===== config.mk =====
export PLATFORM = sky130hd
export DESIGN_NAME = commit_stage
export DESIGN_NICKNAME = d
export VERILOG_FILES = /design/src/rtl/commit_stage.sv
export SDC_FILE = /design/constraint.sdc
export NUM_CORES = 1
export LEC_CHECK = 0
export ABC_CLOCK_PERIOD_IN_PS = 5200
export BUFFER_PORTS_ARGS = -buffer_cell sky130_fd_sc_hd__buf_4
export CAP_MARGIN = 25
export CORE_ASPECT_RATIO = 0.75
export CORE_MARGIN = 8
export CORE_UTILIZATION = 45
export CTS_CLUSTER_DIAMETER = 30
export DETAILED_ROUTE_END_ITERATION = 7
export MAX_ROUTING_LAYER = met4
export PLACE_DENSITY_LB_ADDON = 0.08
export SLEW_MARGIN = 5
export SYNTH_ARGS = -nofsm -noshare
export SYNTH_HDL_FRONTEND = slang
export SYNTH_SLANG_ARGS = --single-unit

===== constraint.sdc =====
create_clock -name clk -period 5.2 [get_ports clk]
set_input_delay 0.52 -clock clk [delete_from_list [all_inputs] [get_ports clk]]
set_output_delay 0.52 -clock clk [all_outputs]
set_load 0.05 [all_outputs]

===== src/rtl/commit_stage.sv =====
// Commit stage: retires instructions, takes traps/interrupts, handles mret/wfi and redirects fetch.
// Optional build macro VECTORED_IRQ_EN enables vectored interrupt targets when mtvec mode is 01.
module commit_stage #(
    parameter int              XLEN     = 32,
    parameter logic [XLEN-1:0] RESET_PC = '0
) (
    input  logic            clk,
    input  logic            rst,
    input  logic            ex_valid,
    input  logic            ex_stall,
    input  logic [XLEN-1:0] ex_pc,
    input  logic [XLEN-1:0] ex_npc,
    input  logic            ex_redirect,
    input  logic [XLEN-1:0] ex_target,
    input  logic            ex_exception,
    input  logic [3:0]      ex_ecause,
    input  logic [XLEN-1:0] ex_etval,
    input  logic            ex_ecall,
    input  logic            ex_ebreak,
    input  logic            ex_mret,
    input  logic            ex_wfi,
    input  logic            ex_fence,
    input  logic            irq_pending,
    input  logic [3:0]      irq_cause,
    input  logic [XLEN-1:0] csr_mtvec,
    input  logic [XLEN-1:0] csr_mepc,
    output logic            trap_valid,
    output logic [XLEN-1:0] trap_mepc,
    output logic [XLEN-1:0] trap_mcause,
    output logic [XLEN-1:0] trap_mtval,
    output logic            mret_valid,
    output logic            redirect,
    output logic [XLEN-1:0] redirect_pc,
    output logic            flush,
    output logic            hold,
    output logic            retired
);

    typedef enum logic [1:0] {ST_RUN, ST_SQUASH, ST_WFI} state_t;

    state_t          state_reg, state_next;
    logic [XLEN-1:0] wfi_npc_reg, wfi_npc_next;
    logic            trap_valid_reg, trap_valid_next;
    logic [XLEN-1:0] trap_mepc_reg, trap_mepc_next;
    logic [XLEN-1:0] trap_mcause_reg, trap_mcause_next;
    logic [XLEN-1:0] trap_mtval_reg, trap_mtval_next;
    logic            mret_valid_reg, mret_valid_next;
    logic            redirect_reg, redirect_next;
    logic [XLEN-1:0] redirect_pc_reg, redirect_pc_next;
    logic            flush_reg, flush_next;
    logic            hold_reg, hold_next;
    logic            retired_reg, retired_next;

    logic            candidate;
    logic [XLEN-1:0] trap_base;
    logic [XLEN-1:0] irq_target;
    logic [XLEN-1:0] irq_mcause;

    assign candidate  = ex_valid && !ex_stall;
    assign trap_base  = {csr_mtvec[XLEN-1:2], 2'b00};
    assign irq_mcause = {1'b1, {(XLEN-5){1'b0}}, irq_cause};

`ifdef VECTORED_IRQ_EN
    // Only interrupts are vectored; synchronous exceptions always land on the base.
    assign irq_target = (csr_mtvec[1:0] == 2'b01)
                      ? trap_base + {{(XLEN-6){1'b0}}, irq_cause, 2'b00}
                      : trap_base;
`else
    logic unused_mtvec_mode;
    assign unused_mtvec_mode = ^csr_mtvec[1:0];
    assign irq_target        = trap_base;
`endif

    always_comb begin
        state_next       = state_reg;
        wfi_npc_next     = wfi_npc_reg;
        trap_valid_next  = 1'b0;
        trap_mepc_next   = trap_mepc_reg;
        trap_mcause_next = trap_mcause_reg;
        trap_mtval_next  = trap_mtval_reg;
        mret_valid_next  = 1'b0;
        redirect_next    = 1'b0;
        redirect_pc_next = redirect_pc_reg;
        flush_next       = 1'b0;
        hold_next        = 1'b0;
        retired_next     = 1'b0;

        case (state_reg)
            ST_RUN: begin
                if (candidate) begin
                    if (ex_exception) begin
                        trap_valid_next  = 1'b1;
                        trap_mepc_next   = ex_pc;
                        trap_mcause_next = {{(XLEN-4){1'b0}}, ex_ecause};
                        trap_mtval_next  = ex_etval;
                        redirect_pc_next = trap_base;
                    end else if (ex_ecall) begin
                        trap_valid_next  = 1'b1;
                        trap_mepc_next   = ex_pc;
                        trap_mcause_next = XLEN'(11);
                        trap_mtval_next  = '0;
                        redirect_pc_next = trap_base;
                    end else if (ex_ebreak) begin
                        trap_valid_next  = 1'b1;
                        trap_mepc_next   = ex_pc;
                        trap_mcause_next = XLEN'(3);
                        trap_mtval_next  = ex_pc;
                        redirect_pc_next = trap_base;
                    end else if (irq_pending) begin
                        // Interrupt is taken before this instruction, so it is not retired.
                        trap_valid_next  = 1'b1;
                        trap_mepc_next   = ex_pc;
                        trap_mcause_next = irq_mcause;
                        trap_mtval_next  = '0;
                        redirect_pc_next = irq_target;
                    end else begin
                        retired_next = 1'b1;
                        if (ex_mret) begin
                            mret_valid_next  = 1'b1;
                            redirect_next    = 1'b1;
                            redirect_pc_next = csr_mepc;
                        end else if (ex_wfi) begin
                            state_next   = ST_WFI;
                            hold_next    = 1'b1;
                            wfi_npc_next = ex_npc;
                        end else if (ex_fence) begin
                            redirect_next    = 1'b1;
                            redirect_pc_next = ex_npc;
                        end else if (ex_redirect) begin
                            redirect_next    = 1'b1;
                            redirect_pc_next = ex_target;
                        end
                    end
                end
            end
            ST_WFI: begin
                if (irq_pending) begin
                    trap_valid_next  = 1'b1;
                    trap_mepc_next   = wfi_npc_reg;
                    trap_mcause_next = irq_mcause;
                    trap_mtval_next  = '0;
                    redirect_pc_next = irq_target;
                end else begin
                    hold_next = 1'b1;
                end
            end
            ST_SQUASH: begin
                state_next = ST_RUN;
            end
            default: begin
                state_next = ST_RUN;
            end
        endcase

        // Every trap and every redirect flushes the younger stages and squashes one cycle.
        if (trap_valid_next) begin
            redirect_next = 1'b1;
        end
        if (redirect_next) begin
            flush_next = 1'b1;
            state_next = ST_SQUASH;
        end
    end

    always_ff @(posedge clk) begin
        if (rst) begin
            state_reg       <= ST_RUN;
            wfi_npc_reg     <= RESET_PC;
            trap_valid_reg  <= 1'b0;
            trap_mepc_reg   <= '0;
            trap_mcause_reg <= '0;
            trap_mtval_reg  <= '0;
            mret_valid_reg  <= 1'b0;
            redirect_reg    <= 1'b0;
            redirect_pc_reg <= '0;
            flush_reg       <= 1'b0;
            hold_reg        <= 1'b0;
            retired_reg     <= 1'b0;
        end else begin
            state_reg       <= state_next;
            wfi_npc_reg     <= wfi_npc_next;
            trap_valid_reg  <= trap_valid_next;
            trap_mepc_reg   <= trap_mepc_next;
            trap_mcause_reg <= trap_mcause_next;
            trap_mtval_reg  <= trap_mtval_next;
            mret_valid_reg  <= mret_valid_next;
            redirect_reg    <= redirect_next;
            redirect_pc_reg <= redirect_pc_next;
            flush_reg       <= flush_next;
            hold_reg        <= hold_next;
            retired_reg     <= retired_next;
        end
    end

    assign trap_valid  = trap_valid_reg;
    assign trap_mepc   = trap_mepc_reg;
    assign trap_mcause = trap_mcause_reg;
    assign trap_mtval  = trap_mtval_reg;
    assign mret_valid  = mret_valid_reg;
    assign redirect    = redirect_reg;
    assign redirect_pc = redirect_pc_reg;
    assign flush       = flush_reg;
    assign hold        = hold_reg;
    assign retired     = retired_reg;

endmodule


# Word level (Yosys, flattened, before mapping)
# Cells that the tools add are included.
# word_totals
register_bits,168
inputBits,212
out_inout_bits,134
wordCells,121
# classes
n_eq_ne,20
mux,67
bitwise_logic,8
reduce_logical,13
# op_table
op,count
32-bit two-way mux,26
32-bit case mux with 2 select lines,4
1-bit two-way mux,27
8-bit AND reduction,3
3-bit inequality test (second input constant),7
2-bit inequality test (second input constant),9
2-bit two-way mux,7
8-bit inequality test (second input constant),1
1-bit NOT,8
7-bit inequality test (second input constant),1
7-bit OR reduction,1
6-bit OR reduction,1
5-bit inequality test (second input constant),1
5-bit AND reduction,1
1-bit case mux with 2 select lines,2
2-bit case mux with 2 select lines,1
4-bit AND reduction,1
2-bit == test (second input constant),1
2-bit logical NOT,1
2-bit AND reduction,1
2-bit nonzero test,1
2-bit OR reduction,1
1-bit logical AND,1
1-bit logical NOT,1

# Longest topological paths before layout
# Gate-level depths: netlist of the first run.
# logic_depth
ltp_word,13
mapped_depth,7
depth_no_buf,4

# Least setup slack after synthesis of the first run
# Ideal clock, no wire load.
# synth_timing
kind,input port to flip-flop
start,in irq_pending
end,reg redirect_pc_reg[23] (netlist: redirect_pc[23])
setup_time_ns,0.088
arrival_ns,1.859
required_ns,5.112
setup_slack_ns,3.253
path_stages,6
path_buffers,2
path_cell_list,buf_2 > or4_4 > nor2_2 > buf_4 > nand2_1 > a311oi_2
# synth_via
elab_chain_cells,6
elab_cells_between_ends,10
classes_between,3 x eq/ne; 6 x mux; 1 x reduce/logical
# synth_lines
element,line,text
from (decl),23,"input logic irq_pending,"
32-bit two-way mux,109,end else if (irq_pending) begin
32-bit two-way mux,103,end else if (ex_ebreak) begin
32-bit two-way mux,97,end else if (ex_ecall) begin
32-bit two-way mux,91,if (ex_exception) begin
32-bit two-way mux,90,if (candidate) begin
32-bit case mux with 2 select lines,88,case (state_reg)
to (signal assigned),188,redirect_pc_reg <= redirect_pc_next;
to (decl),49,"logic [XLEN-1:0] redirect_pc_reg, redirect_pc_next;"
# Several ways; a longest one is shown, not always the timed one. The select of a mux whose other input is x is not followed.
# A chain may end at the register's enable or synchronous reset.

# Worst setup path after layout of the first run
# layout_timing
start,reg state_reg[0]
end,reg redirect_pc_reg[8] (netlist: redirect_pc[8])
# layout_via
elab_chain_cells,3
elab_cells_between_ends,9
classes_between,5 x eq/ne; 1 x mux; 3 x reduce/logical
# layout_lines
element,line,text
from (decl),41,"state_t state_reg, state_next;"
from (signal assigned),180,state_reg <= state_next;
2-bit logical NOT or 2-bit == test (tied branches),88,
8-bit inequality test (no line) (tied with other cells),-,
5-bit AND reduction (no line),-,
# Several ways; a longest one is shown, not always the timed one.

==> results of run 1 <==
## logic make-up (layout without fill, tap and decap cells)
kind of cell / after synthesis / after routing / synth area share
buffers and inverters: 76 / 389 / 0.0480
and+or+nand+nor: 317 / 317 / 0.190
AOI/OAI and AO/OA: 180 / 180 / 0.202
muxes: 65 / 65 / 0.0911
DFF: 167 / 167 / 0.468
## per-stage QoR
stage | hold WS (ps) | setup slack [ps] | util | power, W
after detailed placement | 445 | 2520 | 0.620 | 0.00198
after CTS | 326 | 2860 | 0.658 | 0.00327
after global placement | 443 | 2520 | 0.619 | 0.00197
after global routing | 318 | 2610 | 0.658 | 0.00337
after floorplan | 455 | 3250 | - | 0.00172
final | 335 | 2840 | 0.658 | 0.00324
## cells in the mapped netlist
| cell | count | area, um2 |
|---|---|---|
| sky130_fd_sc_hd__a21o_1 | 1 | 7.51 |
| sky130_fd_sc_hd__nor2b_1 | 5 | 31.3 |
| sky130_fd_sc_hd__a2111oi_4 | 1 | 27.5 |
| sky130_fd_sc_hd__o21ai_0 | 36 | 180 |
| sky130_fd_sc_hd__a32oi_1 | 1 | 8.76 |
| sky130_fd_sc_hd__nor2_2 | 1 | 6.26 |
| sky130_fd_sc_hd__nand4_1 | 2 | 12.5 |
| sky130_fd_sc_hd__o21bai_1 | 1 | 7.51 |
| sky130_fd_sc_hd__or4_4 | 1 | 11.3 |
| sky130_fd_sc_hd__a311oi_2 | 10 | 150 |
| sky130_fd_sc_hd__a311oi_1 | 53 | 464 |
| sky130_fd_sc_hd__a22oi_1 | 32 | 240 |
| sky130_fd_sc_hd__o22ai_1 | 3 | 18.8 |
| sky130_fd_sc_hd__dfxtp_1 | 167 | 3340 |
| sky130_fd_sc_hd__inv_1 | 2 | 7.51 |
| sky130_fd_sc_hd__nor2_1 | 99 | 372 |
| sky130_fd_sc_hd__buf_6 | 1 | 11.3 |
| sky130_fd_sc_hd__nor3_1 | 3 | 15.0 |
| sky130_fd_sc_hd__a21oi_1 | 6 | 30.0 |
| sky130_fd_sc_hd__clkbuf_1 | 43 | 161 |
| sky130_fd_sc_hd__nor2_4 | 1 | 11.3 |
| sky130_fd_sc_hd__nand3b_1 | 1 | 7.51 |
| sky130_fd_sc_hd__nand2_1 | 161 | 604 |
| sky130_fd_sc_hd__a211oi_1 | 4 | 30.0 |
| sky130_fd_sc_hd__nor4_4 | 1 | 21.3 |
| sky130_fd_sc_hd__nand3_1 | 4 | 20.0 |
| sky130_fd_sc_hd__buf_4 | 6 | 45.0 |
| sky130_fd_sc_hd__or4_1 | 1 | 7.51 |
| sky130_fd_sc_hd__nor3b_1 | 4 | 30.0 |
| sky130_fd_sc_hd__mux2i_1 | 65 | 651 |
| sky130_fd_sc_hd__buf_2 | 22 | 110 |
| sky130_fd_sc_hd__buf_1 | 2 | 7.51 |
| sky130_fd_sc_hd__o2bb2ai_1 | 32 | 280 |
| sky130_fd_sc_hd__and2_1 | 28 | 175 |
| sky130_fd_sc_hd__nand2b_1 | 4 | 25.0 |
| sky130_fd_sc_hd__or4b_1 | 1 | 10.0 |
## area by class of cell
class | count | area, um2
multi-input combinational | 562 | 3480
sequential | 167 | 3340
fill | 1411 | 5390
clock buffer | 18 | 439
tap | 210 | 263
clock inverter | 14 | 160
timing repair buffer | 355 | 2690
inverter | 2 | 7.51
## worst min-delay path by stage
stage	depth (start not counted)	from	slack (ps)	end
floorplan	2	wfi_npc_reg[0]	450	trap_mepc[0]
global placement	1	trap_mcause[21]	440	trap_mcause[21]
detailed placement	1	trap_mcause[9]	440	trap_mcause[9]
CTS	3	ex_npc[28]	330	wfi_npc_reg[28]
global route	3	ex_npc[28]	320	wfi_npc_reg[28]
finish	3	ex_npc[28]	330	wfi_npc_reg[28]
## per-layer routing
metal  global-route usage  wire length [um]  vias up
met2                0.400             12300      257
met1                0.280             10200     3262
li1                     -                 -     3453
met5                    -                 0        -
met3               0.0770              1790       31
met4               0.0815               503        0
## where the power goes
group | leakage (nW) | total (W) | switching [W] | internal (W)
registers | 1.36 | 0.00135 | 0.0000256 | 0.00133
logic | 3.16 | 0.000598 | 0.000360 | 0.000238
clock network | 0.287 | 0.00129 | 0.000557 | 0.000733
## worst max-delay path, delay by kind of cell, from the launching register on
kind | cells | cell delay [ps]
buffers and inverters | 1 | 580
AOI/OAI and AO/OA | 2 | 500
DFF | 1 | 440
and+or+nand+nor | 2 | 700
==> results_tabular.tex, run 1 <==
\begin{tabular}{lr}
\hline
Metric & Value \\
\hline
\multicolumn{2}{l}{\textbf{Setup path}} \\
Destination of the worst register-to-register timing path & redirect\_pc[8] \\
Slowest Stage Delay on Critical Path & 620 ps \\
Slowest library cell on the worst path & sky130\_fd\_sc\_hd\_\_or4b\_1 \\
CP arrival & 2680 ps \\
Series of cell instances along the critical path & or4b\_1 -> a32oi\_4 -> buf\_4 -> nor2\_1 -> a311oi\_1 \\
Critical Path Start & state\_reg[0] \\
Startpoint types & register \\
Crit Path Category & register to register \\
Worst R2R Setup Slack & 2840 ps \\
Worst EP required & 5520 ps \\
Worst setup path end & redirect\_pc[8] \\
Launch instance of the worst register-to-register path & state\_reg[0] \\
Sort of element at the end of the critical path & register \\
Highest fanout seen on the critical path & 66 \\
Depth of the worst register-to-register path & 5 \\
\multicolumn{2}{l}{\textbf{STA}} \\
Number of setup violations in the final report & 0 \\
Share of the clock period used by the worst path after layout & 0.454 \\
Top achievable clock speed & 424 MHz \\
Setup repair after global routing missed its margin & false \\
Max Slew Vio Count & 0 \\
Count of final hold-check violations & 0 \\
Setup clock skew after layout & 9.72 ps \\
Final worst path period need & 2360 ps \\
Rel. slew slack & 0.460 \\
Total negative slack for setup checks & 0 ps \\
Slew @ Worst Pin & 810 ps \\
\multicolumn{2}{l}{\textbf{Floorplanning}} \\
I/O pin count & 346 \\
Die outline width & 161 um \\
Overall die height & 125 um \\
Placeable core region & 0.0158 mm2 \\
Total die area & 0.0202 mm2 \\
Starting utilization of the core area & 0.453 \\
Row Count & 40 \\
\multicolumn{2}{l}{\textbf{Yosys}} \\
Yosys reg bits & 167 \\
Post-synthesis instance area & 0.00714 mm2 \\
Count of distinct cell types in the synthesized netlist & 36 \\
Synthesized Nets & 1017 \\
Syn\_area\_per\_cell & 8.87 um2 \\
Total number of yosys warnings & 0 \\
Synthesized instance count & 805 \\
Seq/Total Area, Yosys & 0.468 \\
\multicolumn{2}{l}{\textbf{Clocking}} \\
Hold-fix buffers at CTS & 0 \\
Root Buffer & sky130\_fd\_sc\_hd\_\_clkbuf\_16 \\
CTS-repair resized insts & 0 \\
Post CTS Setup Buffer Count & 0 \\
\# clock sinks & 167 \\
H-tree Lvls & 4 \\
Number of CTS-inserted buffers & 17 \\
Clock Tree Buf Depth & 2 \\
TritonCTS clock tree & built \\
Clock insertion delay at the later pin of the skew report & 430 ps \\
Clock transition at the register clock pins on the worst setup and hold paths after CTS & 70 ps \\
\multicolumn{2}{l}{\textbf{Status}} \\
Run status & finished, final reports clean \\
\multicolumn{2}{l}{\textbf{Drt}} \\
Average via count per standard cell & 5.27 \\
Routed wire length & 24.8 mm \\
DRC violations left & 0 \\
Number of violations reported at the end of detailed-routing iteration 0 & 532 \\
Overall via count from detail\_route & 7003 \\
Antenna Nets Post-Route & 0 \\
Routed length per instance & 18.7 um \\
First-pass iteration count of the detailed router & 5 \\
\multicolumn{2}{l}{\textbf{Final layout}} \\
Leading cell type in the layout, fill and taps excluded & sky130\_fd\_sc\_hd\_\_buf\_4 \\
Finished Layout Cells & 1328 \\
Final Cell Area & 0.0104 mm2 \\
Final net count & 1317 \\
Area delta synth->final & 45.3\% \\
Most frequent cells in the layout & sky130\_fd\_sc\_hd\_\_buf\_4 (354), sky130\_fd\_sc\_hd\_\_dfxtp\_1 (167), sky130\_fd\_sc\_hd\_\_nand2\_1 (161) \\
Ant. Diodes & 0 \\
Layout cells sized above 1 & 0.362 \\
\multicolumn{2}{l}{\textbf{Placed design}} \\
DPL Wire Length & 18.4 mm \\
Routability-driven placement congestion ratio & 0.803 \\
Cell count after placement & 1296 \\
Post-placement cell area & 0.00978 mm2 \\
Number of buffer cells added on primary ports & 343 \\
\multicolumn{2}{l}{\textbf{GRT}} \\
Initial antenna violation count & 0 \\
Vias in the first global route & 6795 \\
Global-route usage over all layers & 0.244 \\
Wire length of the first global-routing pass & 38.1 mm \\
Grt total ovfl & 0 \\
Maximum number of pins on one net before global-route repair & 69 \\
\multicolumn{2}{l}{\textbf{Power}} \\
Maximum VDD drop & 0.243 mV \\
Power density over the cells & 312 mW/mm2 \\
Total leakage power & 4.81 nW \\
\multicolumn{2}{l}{\textbf{Flow run}} \\
Max capacitance violation total & 0 \\
\multicolumn{2}{l}{\textbf{Min path}} \\
Class of the tightest hold or removal check & primary input to register \\
\hline
\end{tabular}
Power figures use the tool's default switching activity.
==> inputs of run 2 (changes only) <==
- ABC_AREA: default -> 1
- ABC_CLOCK_PERIOD_IN_PS: 5200 -> 2400
- clock period: 5.2 -> 2.4 ns (I/O delays scaled with it)
==> results_tabular.tex, run 2 <==
\begin{tabular}{lr}
\hline
Metric & Value \\
\hline
\multicolumn{2}{l}{\textbf{GRT}} \\
Grt total ovfl & 0 (unchanged) \\
Vias in the first global route & 8407 (+24\%) \\
Maximum number of pins on one net before global-route repair & 67 (-2.9\%) \\
Wire length of the first global-routing pass & 43.8 mm (+15\%) \\
Initial antenna violation count & 0 (unchanged) \\
Global-route usage over all layers & 0.248 (+0.00341) \\
\multicolumn{2}{l}{\textbf{STA}} \\
Rel. slew slack & 0.556 (+0.0964) \\
Share of the clock period used by the worst path after layout & 0.719 (+0.265) \\
Setup repair after global routing missed its margin & false \\
Worst hold slack & 69.7 ps (-265 ps) \\
Slew @ Worst Pin & 666 ps (-145 ps) \\
Final worst path period need & 1730 ps (-635 ps) \\
Number of setup violations in the final report & 0 (unchanged) \\
Top achievable clock speed & 579 MHz (+37\%) \\
Max Slew Vio Count & 0 (unchanged) \\
Total negative slack for setup checks & 0 ps (unchanged) \\
Setup clock skew after layout & 9.52 ps (-0.200 ps) \\
Count of final hold-check violations & 0 (unchanged) \\
\multicolumn{2}{l}{\textbf{Setup path}} \\
Crit Path Category & register to register \\
Highest fanout seen on the critical path & 66 (unchanged) \\
Startpoint types & register \\
Depth of the worst register-to-register path & 8 (+3) \\
Worst EP required & 2720 ps (-2800 ps) \\
Sort of element at the end of the critical path & register \\
CP arrival & 2050 ps (-630 ps) \\
\multicolumn{2}{l}{\textbf{Clocking}} \\
CTS-repair resized insts & 0 (unchanged) \\
Clock Tree Buf Depth & 2 (unchanged) \\
H-tree Lvls & 4 (unchanged) \\
Clock transition at the register clock pins on the worst setup and hold paths after CTS & 60 ps (about the same) \\
TritonCTS clock tree & built \\
Number of CTS-inserted buffers & 17 (unchanged) \\
Clock insertion delay at the later pin of the skew report & 430 ps (about the same) \\
Root Buffer & sky130\_fd\_sc\_hd\_\_clkbuf\_16 \\
Hold-fix buffers at CTS & 0 (unchanged) \\
Post CTS Setup Buffer Count & 0 (unchanged) \\
\# clock sinks & 167 (unchanged) \\
\multicolumn{2}{l}{\textbf{Power}} \\
Power density over the cells & 635 mW/mm2 (+100\%) \\
Total leakage power & 6.13 nW (+28\%) \\
Maximum VDD drop & 0.438 mV (+80\%) \\
\multicolumn{2}{l}{\textbf{Floorplanning}} \\
Row Count & 42 (+5.0\%) \\
Die outline width & 172 um (+6.5\%) \\
Overall die height & 133 um (+6.2\%) \\
I/O pin count & 346 (unchanged) \\
Placeable core region & 0.0178 mm2 (+13\%) \\
Starting utilization of the core area & 0.462 (+0.00873) \\
Total die area & 0.0228 mm2 (+13\%) \\
\multicolumn{2}{l}{\textbf{Final layout}} \\
Final net count & 1850 (+40\%) \\
Final core utilization & 0.642 (-0.0168) \\
Area delta synth->final & 38.9\% \\
Layout cells sized above 1 & 0.250 (-0.113) \\
Number of fill cells & 1732 (+23\%) \\
Most frequent cells in the layout & sky130\_fd\_sc\_hd\_\_nand2\_1 (552), sky130\_fd\_sc\_hd\_\_buf\_4 (356), sky130\_fd\_sc\_hd\_\_nor2\_1 (234) \\
Leading cell type in the layout, fill and taps excluded & sky130\_fd\_sc\_hd\_\_nand2\_1 \\
Ant. Diodes & 0 (unchanged) \\
\multicolumn{2}{l}{\textbf{Status}} \\
Run status & finished, final reports clean \\
\multicolumn{2}{l}{\textbf{Flow run}} \\
Max capacitance violation total & 0 (unchanged) \\
\multicolumn{2}{l}{\textbf{Yosys}} \\
Cell type with the largest total area after synthesis & sky130\_fd\_sc\_hd\_\_dfxtp\_1 \\
Most numerous cell in the Yosys netlist & sky130\_fd\_sc\_hd\_\_nand2\_1 \\
Yosys reg bits & 167 (unchanged) \\
Post-synth EDFFs & 0 (unchanged) \\
Syn\_area\_per\_cell & 6.10 um2 (-31\%) \\
Cell types with the highest counts after synthesis & sky130\_fd\_sc\_hd\_\_nand2\_1 (552), sky130\_fd\_sc\_hd\_\_nor2\_1 (236), sky130\_fd\_sc\_hd\_\_dfxtp\_1 (167) \\
Synthesized Nets & 1557 (+53\%) \\
Share of flip-flops with an asynchronous set or reset after synthesis & 0 (unchanged) \\
Seq/Total Area, Yosys & 0.408 (-0.0605) \\
Post-synthesis instance area & 0.00820 mm2 (+15\%) \\
Total number of yosys warnings & 0 (unchanged) \\
Synthesized instance count & 1345 (+67\%) \\
Count of distinct cell types in the synthesized netlist & 21 (-42\%) \\
Top post-synthesis cells by area & sky130\_fd\_sc\_hd\_\_dfxtp\_1 (41\%), sky130\_fd\_sc\_hd\_\_nand2\_1 (25\%), sky130\_fd\_sc\_hd\_\_nor2\_1 (11\%), sky130\_fd\_sc\_hd\_\_o21ai\_0 (4.9\%), sky130\_fd\_sc\_hd\_\_inv\_1 (4.7\%) \\
Main flop type after synthesis & sky130\_fd\_sc\_hd\_\_dfxtp\_1 \\
Share of Yosys cell area claimed by the top area cell type & 0.408 (-0.0605) \\
\multicolumn{2}{l}{\textbf{Drt}} \\
Antenna Nets Post-Route & 0 (unchanged) \\
Average via count per standard cell & 4.72 (-10\%) \\
First-pass iteration count of the detailed router & 8 (+3) \\
Routed length per instance & 15.0 um (-19\%) \\
Routed wire length & 28.5 mm (+15\%) \\
DRC violations left & 0 (unchanged) \\
Overall via count from detail\_route & 8943 (+28\%) \\
Number of violations reported at the end of detailed-routing iteration 0 & 500 (-6.0\%) \\
\multicolumn{2}{l}{\textbf{Min path}} \\
Class of the tightest hold or removal check & primary input to register \\
Hold Path Cell Cnt & 3 (unchanged) \\
\multicolumn{2}{l}{\textbf{Placed design}} \\
DPL Wire Length & 20.8 mm (+13\%) \\
Number of buffer cells added on primary ports & 343 (unchanged) \\
Routability-driven placement congestion ratio & 0.852 (+6.2\%) \\
\hline
\end{tabular}
-- run 2: changes by cell type after synthesis, moves of 45 or more --
cell,delta
sky130_fd_sc_hd__nand2_1,+391
sky130_fd_sc_hd__nor2_1,+137
sky130_fd_sc_hd__inv_1,+100
sky130_fd_sc_hd__mux2i_1,-65
sky130_fd_sc_hd__nand3_1,+65
sky130_fd_sc_hd__a311oi_1,-53
sky130_fd_sc_hd__o21ai_0,+45
-- run 2: cell type report --
cell class	instances	area [um2]	area share
clock buffers	20	467	0.0410
flip-flops and latches	167	3340	0.293
clock inverters	12	140	0.0123
well taps	242	303	0.0266
inverters	110	418	0.0367
multi-input cells	982	3970	0.349
repair buffers	360	2750	0.242
-- run 2: per-layer routing --
layer	vias up	global-route usage	wire length [um]
met5	-	-	0
met4	0	0.0717	601
met3	41	0.0710	2500
met2	314	0.407	13500
met1	3947	0.289	11900
li1	4641	-	-
-- run 2: metrics by stage --
stage / power, W / std cells / setup WS (ps) / cell area (um2)
after global placement: 0.00446 / 1861 / 661 / 10800
after floorplan: 0.00389 / 1345 / 1140 / 8200
final: 0.00723 / 1893 / 674 / 11400
after global routing: 0.00754 / 1893 / 514 / 11400
after detailed placement: 0.00447 / 1861 / 621 / 10800
after CTS: 0.00729 / 1893 / 695 / 11400
-- run 2: worst max-delay path, cell delays in order, from the launching register on --
cell and delay [ps]:
sky130_fd_sc_hd__dfxtp_1 400, sky130_fd_sc_hd__nor2_1 60, sky130_fd_sc_hd__nand2_1 180, sky130_fd_sc_hd__o21ai_2 110
sky130_fd_sc_hd__nand2_2 70, sky130_fd_sc_hd__buf_4 530, sky130_fd_sc_hd__nand2_1 120, sky130_fd_sc_hd__nand2_1 90
sky130_fd_sc_hd__nor2_1 40
-- run 2: power by group --
group	total, W	leakage (nW)	switching [W]	internal (W)
registers	0.00294	1.36	0.0000585	0.00288
clock network	0.00282	0.295	0.00119	0.00163
logic	0.00148	4.48	0.000920	0.000555
-- run 2: path summary, 6_finish.rpt --
kind / startpoint / slack, ps / end
setup / recovery: state_reg[1] / 670 / redirect_pc[10]
hold / removal: ex_npc[12] / 70 / wfi_npc_reg[12]
setup reg to reg: state_reg[1] / 670 / redirect_pc[10]
hold reg to reg: trap_mcause[4] / 440 / trap_mcause[4]
-- run 2: logic make-up (layout without fill, tap and decap cells) --
kind of cell    count (synthesis)  count (layout)  synth area share
flops                         167             167             0.408
buf+inv                       196             502             0.109
compound gates                116             116            0.0719
simple gates                  866             866             0.412
==> inputs of run 3 (changes only) <==
- ABC_AREA: 1 -> 0
- ABC_CLOCK_PERIOD_IN_PS: 2400 -> 1630
- clock period: 2.4 -> 1.63 ns (I/O delays scaled with it)
==> results_tabular.tex, run 3 (synthesis results as in run 1) <==
\begin{tabular}{lr}
\hline
Metric & Value \\
\hline
\multicolumn{2}{l}{\textbf{Drt}} \\
Routed length per instance & 19.5 um (+30\%) \\
Number of violations reported at the end of detailed-routing iteration 0 & 400 (-20\%) \\
Overall via count from detail\_route & 7600 (-15\%) \\
Average via count per standard cell & 5.33 (+13\%) \\
Routed wire length & 27.8 mm (-2.4\%) \\
DRC violations left & 0 (unchanged) \\
Antenna Nets Post-Route & 0 (unchanged) \\
First-pass iteration count of the detailed router & 5 (-3) \\
\multicolumn{2}{l}{\textbf{Setup path}} \\
Highest fanout seen on the critical path & 6 (-91\%) \\
Startpoint types & register \\
CP arrival & 2100 ps (+50 ps) \\
Critical Path Start & state\_reg[0] \\
Depth of the worst register-to-register path & 6 (-2) \\
Crit Path Category & register to register \\
Worst EP required & 1950 ps (-770 ps) \\
Worst setup path end & redirect\_pc[25] \\
Launch instance of the worst register-to-register path & state\_reg[0] \\
Destination of the worst register-to-register timing path & redirect\_pc[25] \\
Sort of element at the end of the critical path & register \\
Worst R2R Setup Slack & -150 ps (-830 ps) \\
\multicolumn{2}{l}{\textbf{GRT}} \\
Global-route usage over all layers & 0.265 (+0.0176) \\
Maximum number of pins on one net before global-route repair & 108 (+61\%) \\
Vias in the first global route & 7657 (-8.9\%) \\
Wire length of the first global-routing pass & 41.5 mm (-5.3\%) \\
Initial antenna violation count & 0 (unchanged) \\
Grt total ovfl & 0 (unchanged) \\
\multicolumn{2}{l}{\textbf{Power}} \\
Power Internal & 0.00758 W (+49\%) \\
Power density over the cells & 908 mW/mm2 (+43\%) \\
Switching power of the nets & 0.00314 W (+45\%) \\
Fraction of power consumed by the clock network & 0.382 (-0.008) \\
Tot Pwr & 0.0107 W (+48\%) \\
Share of total power in combinational logic & 0.215 (+0.011) \\
Maximum VDD drop & 0.749 mV (+71\%) \\
Proportion of power drawn by flip-flops and latches & 0.403 (-0.003) \\
Proportion of total power due to net switching & 0.293 (-0.00617) \\
Total leakage power & 5.46 nW (-11\%) \\
\multicolumn{2}{l}{\textbf{Final layout}} \\
Ant. Diodes & 0 (unchanged) \\
Leading cell type in the layout, fill and taps excluded & sky130\_fd\_sc\_hd\_\_buf\_4 \\
Final net count & 1414 (-24\%) \\
Layout cells sized above 1 & 0.394 (+0.145) \\
Number of fill cells & 1179 (-32\%) \\
Final core utilization & 0.748 (+0.107) \\
Area delta synth->final & 65.2\% \\
Finished Layout Cells & 1425 (-25\%) \\
Most frequent cells in the layout & sky130\_fd\_sc\_hd\_\_buf\_4 (365), sky130\_fd\_sc\_hd\_\_dfxtp\_1 (165), sky130\_fd\_sc\_hd\_\_nand2\_1 (161) \\
\multicolumn{2}{l}{\textbf{STA}} \\
Share of the clock period used by the worst path after layout & 1.09 (+0.374) \\
Setup clock skew after layout & 7.67 ps (-1.85 ps) \\
Final worst path period need & 1780 ps (+56.6 ps) \\
Max Slew Vio Count & 0 (unchanged) \\
Number of setup violations in the final report & 97 (+97) \\
Count of final hold-check violations & 0 (unchanged) \\
Final setup slack of the worst path & -152 ps (-827 ps) \\
Top achievable clock speed & 561 MHz (-3.2\%) \\
Rel. slew slack & 0.626 (+0.0695) \\
Setup repair after global routing missed its margin & true \\
Slew @ Worst Pin & 561 ps (-104 ps) \\
\multicolumn{2}{l}{\textbf{Clocking}} \\
Clock insertion delay at the later pin of the skew report & 430 ps (about the same) \\
TritonCTS clock tree & built \\
Number of CTS-inserted buffers & 17 (unchanged) \\
Root Buffer & sky130\_fd\_sc\_hd\_\_clkbuf\_16 \\
Clock transition at the register clock pins on the worst setup and hold paths after CTS & 70 ps (about the same) \\
Clock Tree Buf Depth & 2 (unchanged) \\
H-tree Lvls & 4 (unchanged) \\
\# clock sinks & 167 (unchanged) \\
\multicolumn{2}{l}{\textbf{Floorplanning}} \\
Placeable core region & 0.0158 mm2 (-11\%) \\
Overall die height & 125 um (-5.9\%) \\
Starting utilization of the core area & 0.453 (-0.00873) \\
I/O pin count & 346 (unchanged) \\
Die outline width & 161 um (-6.1\%) \\
Row Count & 40 (-4.8\%) \\
Total die area & 0.0202 mm2 (-12\%) \\
\multicolumn{2}{l}{\textbf{Flow run}} \\
Max capacitance violation total & 0 (unchanged) \\
\multicolumn{2}{l}{\textbf{Min path}} \\
Class of the tightest hold or removal check & primary input to register \\
\multicolumn{2}{l}{\textbf{Placed design}} \\
Number of buffer cells added on primary ports & 343 (unchanged) \\
Cell count after placement & 1316 (-29\%) \\
Routability-driven placement congestion ratio & 0.846 (-0.77\%) \\
DPL Wire Length & 18.8 mm (-9.6\%) \\
\multicolumn{2}{l}{\textbf{Status}} \\
Violations in the final reports & setup timing \\
Run status & finished, violations left \\
\hline
\end{tabular}
==> run 3: cell types whose count changed in the layout (fill, tap and decap cells not counted), moves of 46 or more <==
cell	previous run	this run
sky130_fd_sc_hd__nand3_1	69	3
sky130_fd_sc_hd__mux2i_1	0	65
sky130_fd_sc_hd__nor2_1	234	93
sky130_fd_sc_hd__o21ai_0	81	35
sky130_fd_sc_hd__a311oi_1	0	50
sky130_fd_sc_hd__nand2_1	552	161
sky130_fd_sc_hd__inv_1	101	1
==> run 3: metal layers <==
| metal | routed length (um) | vias up | global-route usage |
|---|---|---|---|
| li1 | - | 3655 | - |
| met4 | 671 | 0 | 0.0875 |
| met1 | 11400 | 3594 | 0.302 |
| met2 | 13500 | 308 | 0.436 |
| met5 | 0 | - | - |
| met3 | 2150 | 43 | 0.0856 |
==> run 3: layout make-up <==
cell class / instances / area, um2 / share of cell area
Clock buffer: 18 / 429 / 0.0364
Tap cell: 210 / 263 / 0.0223
Clock inverter: 14 / 161 / 0.0137
Sequential cell: 167 / 3350 / 0.284
Inverter: 2 / 7.51 / 0.000636
Timing Repair Buffer: 452 / 4010 / 0.340
Multi-Input combinational cell: 562 / 3580 / 0.304
==> run 3: worst max-delay path, cell delays in order, from the launching register on <==
cell	delay, ps
sky130_fd_sc_hd__dfxtp_2	320
sky130_fd_sc_hd__or4b_4	520
sky130_fd_sc_hd__a32oi_4	250
sky130_fd_sc_hd__buf_12	190
sky130_fd_sc_hd__buf_12	130
sky130_fd_sc_hd__nor2_1	40
sky130_fd_sc_hd__a311oi_1	230
==> run 3: worst min path at each step <==
stage | from | cells past startpoint | end
after floorplan | ex_npc[0] | 2 | wfi_npc_reg[0]
after CTS | csr_mtvec[4] | 3 | redirect_pc[4]
after detailed placement | ex_npc[0] | 3 | wfi_npc_reg[0]
final | csr_mtvec[26] | 3 | redirect_pc[26]
after global routing | ex_pc[17] | 3 | trap_mepc[17]
after global placement | ex_npc[1] | 3 | wfi_npc_reg[1]
==> run 3: through the flow <==
step | hold WS (ps) | TNS [ps] | setup slack (ps) | cell area (um2)
global route | 9.41 | -15390 | -189 | 11800
global placement | 404 | -2080 | -99.8 | 10100
finish | 21.2 | -6640 | -152 | 11800
detailed placement | 414 | -4830 | -184 | 10100
CTS | 0.477 | -9480 | -149 | 11500
floorplan | 307 | -55.1 | -5.59 | 7140
==> run 3: power groups by stage <==
stage                     sequential [W]  combinational [W]  clock, W
after floorplan                  0.00492           0.000582         0
after global placement           0.00440            0.00197         0
after detailed placement         0.00441            0.00199         0
after CTS                        0.00432            0.00223   0.00416
after global routing             0.00434            0.00244   0.00435
final                            0.00432            0.00231   0.00409
==> run 3: repair_timing <==
action,in CTS,in global routing
hold buffers,42,0
resized for setup,21,31
setup endpoints to repair,107,160
pin swaps,9,28
cloned,8,5
setup buffers,11,12
hold endpoints to repair,42,0
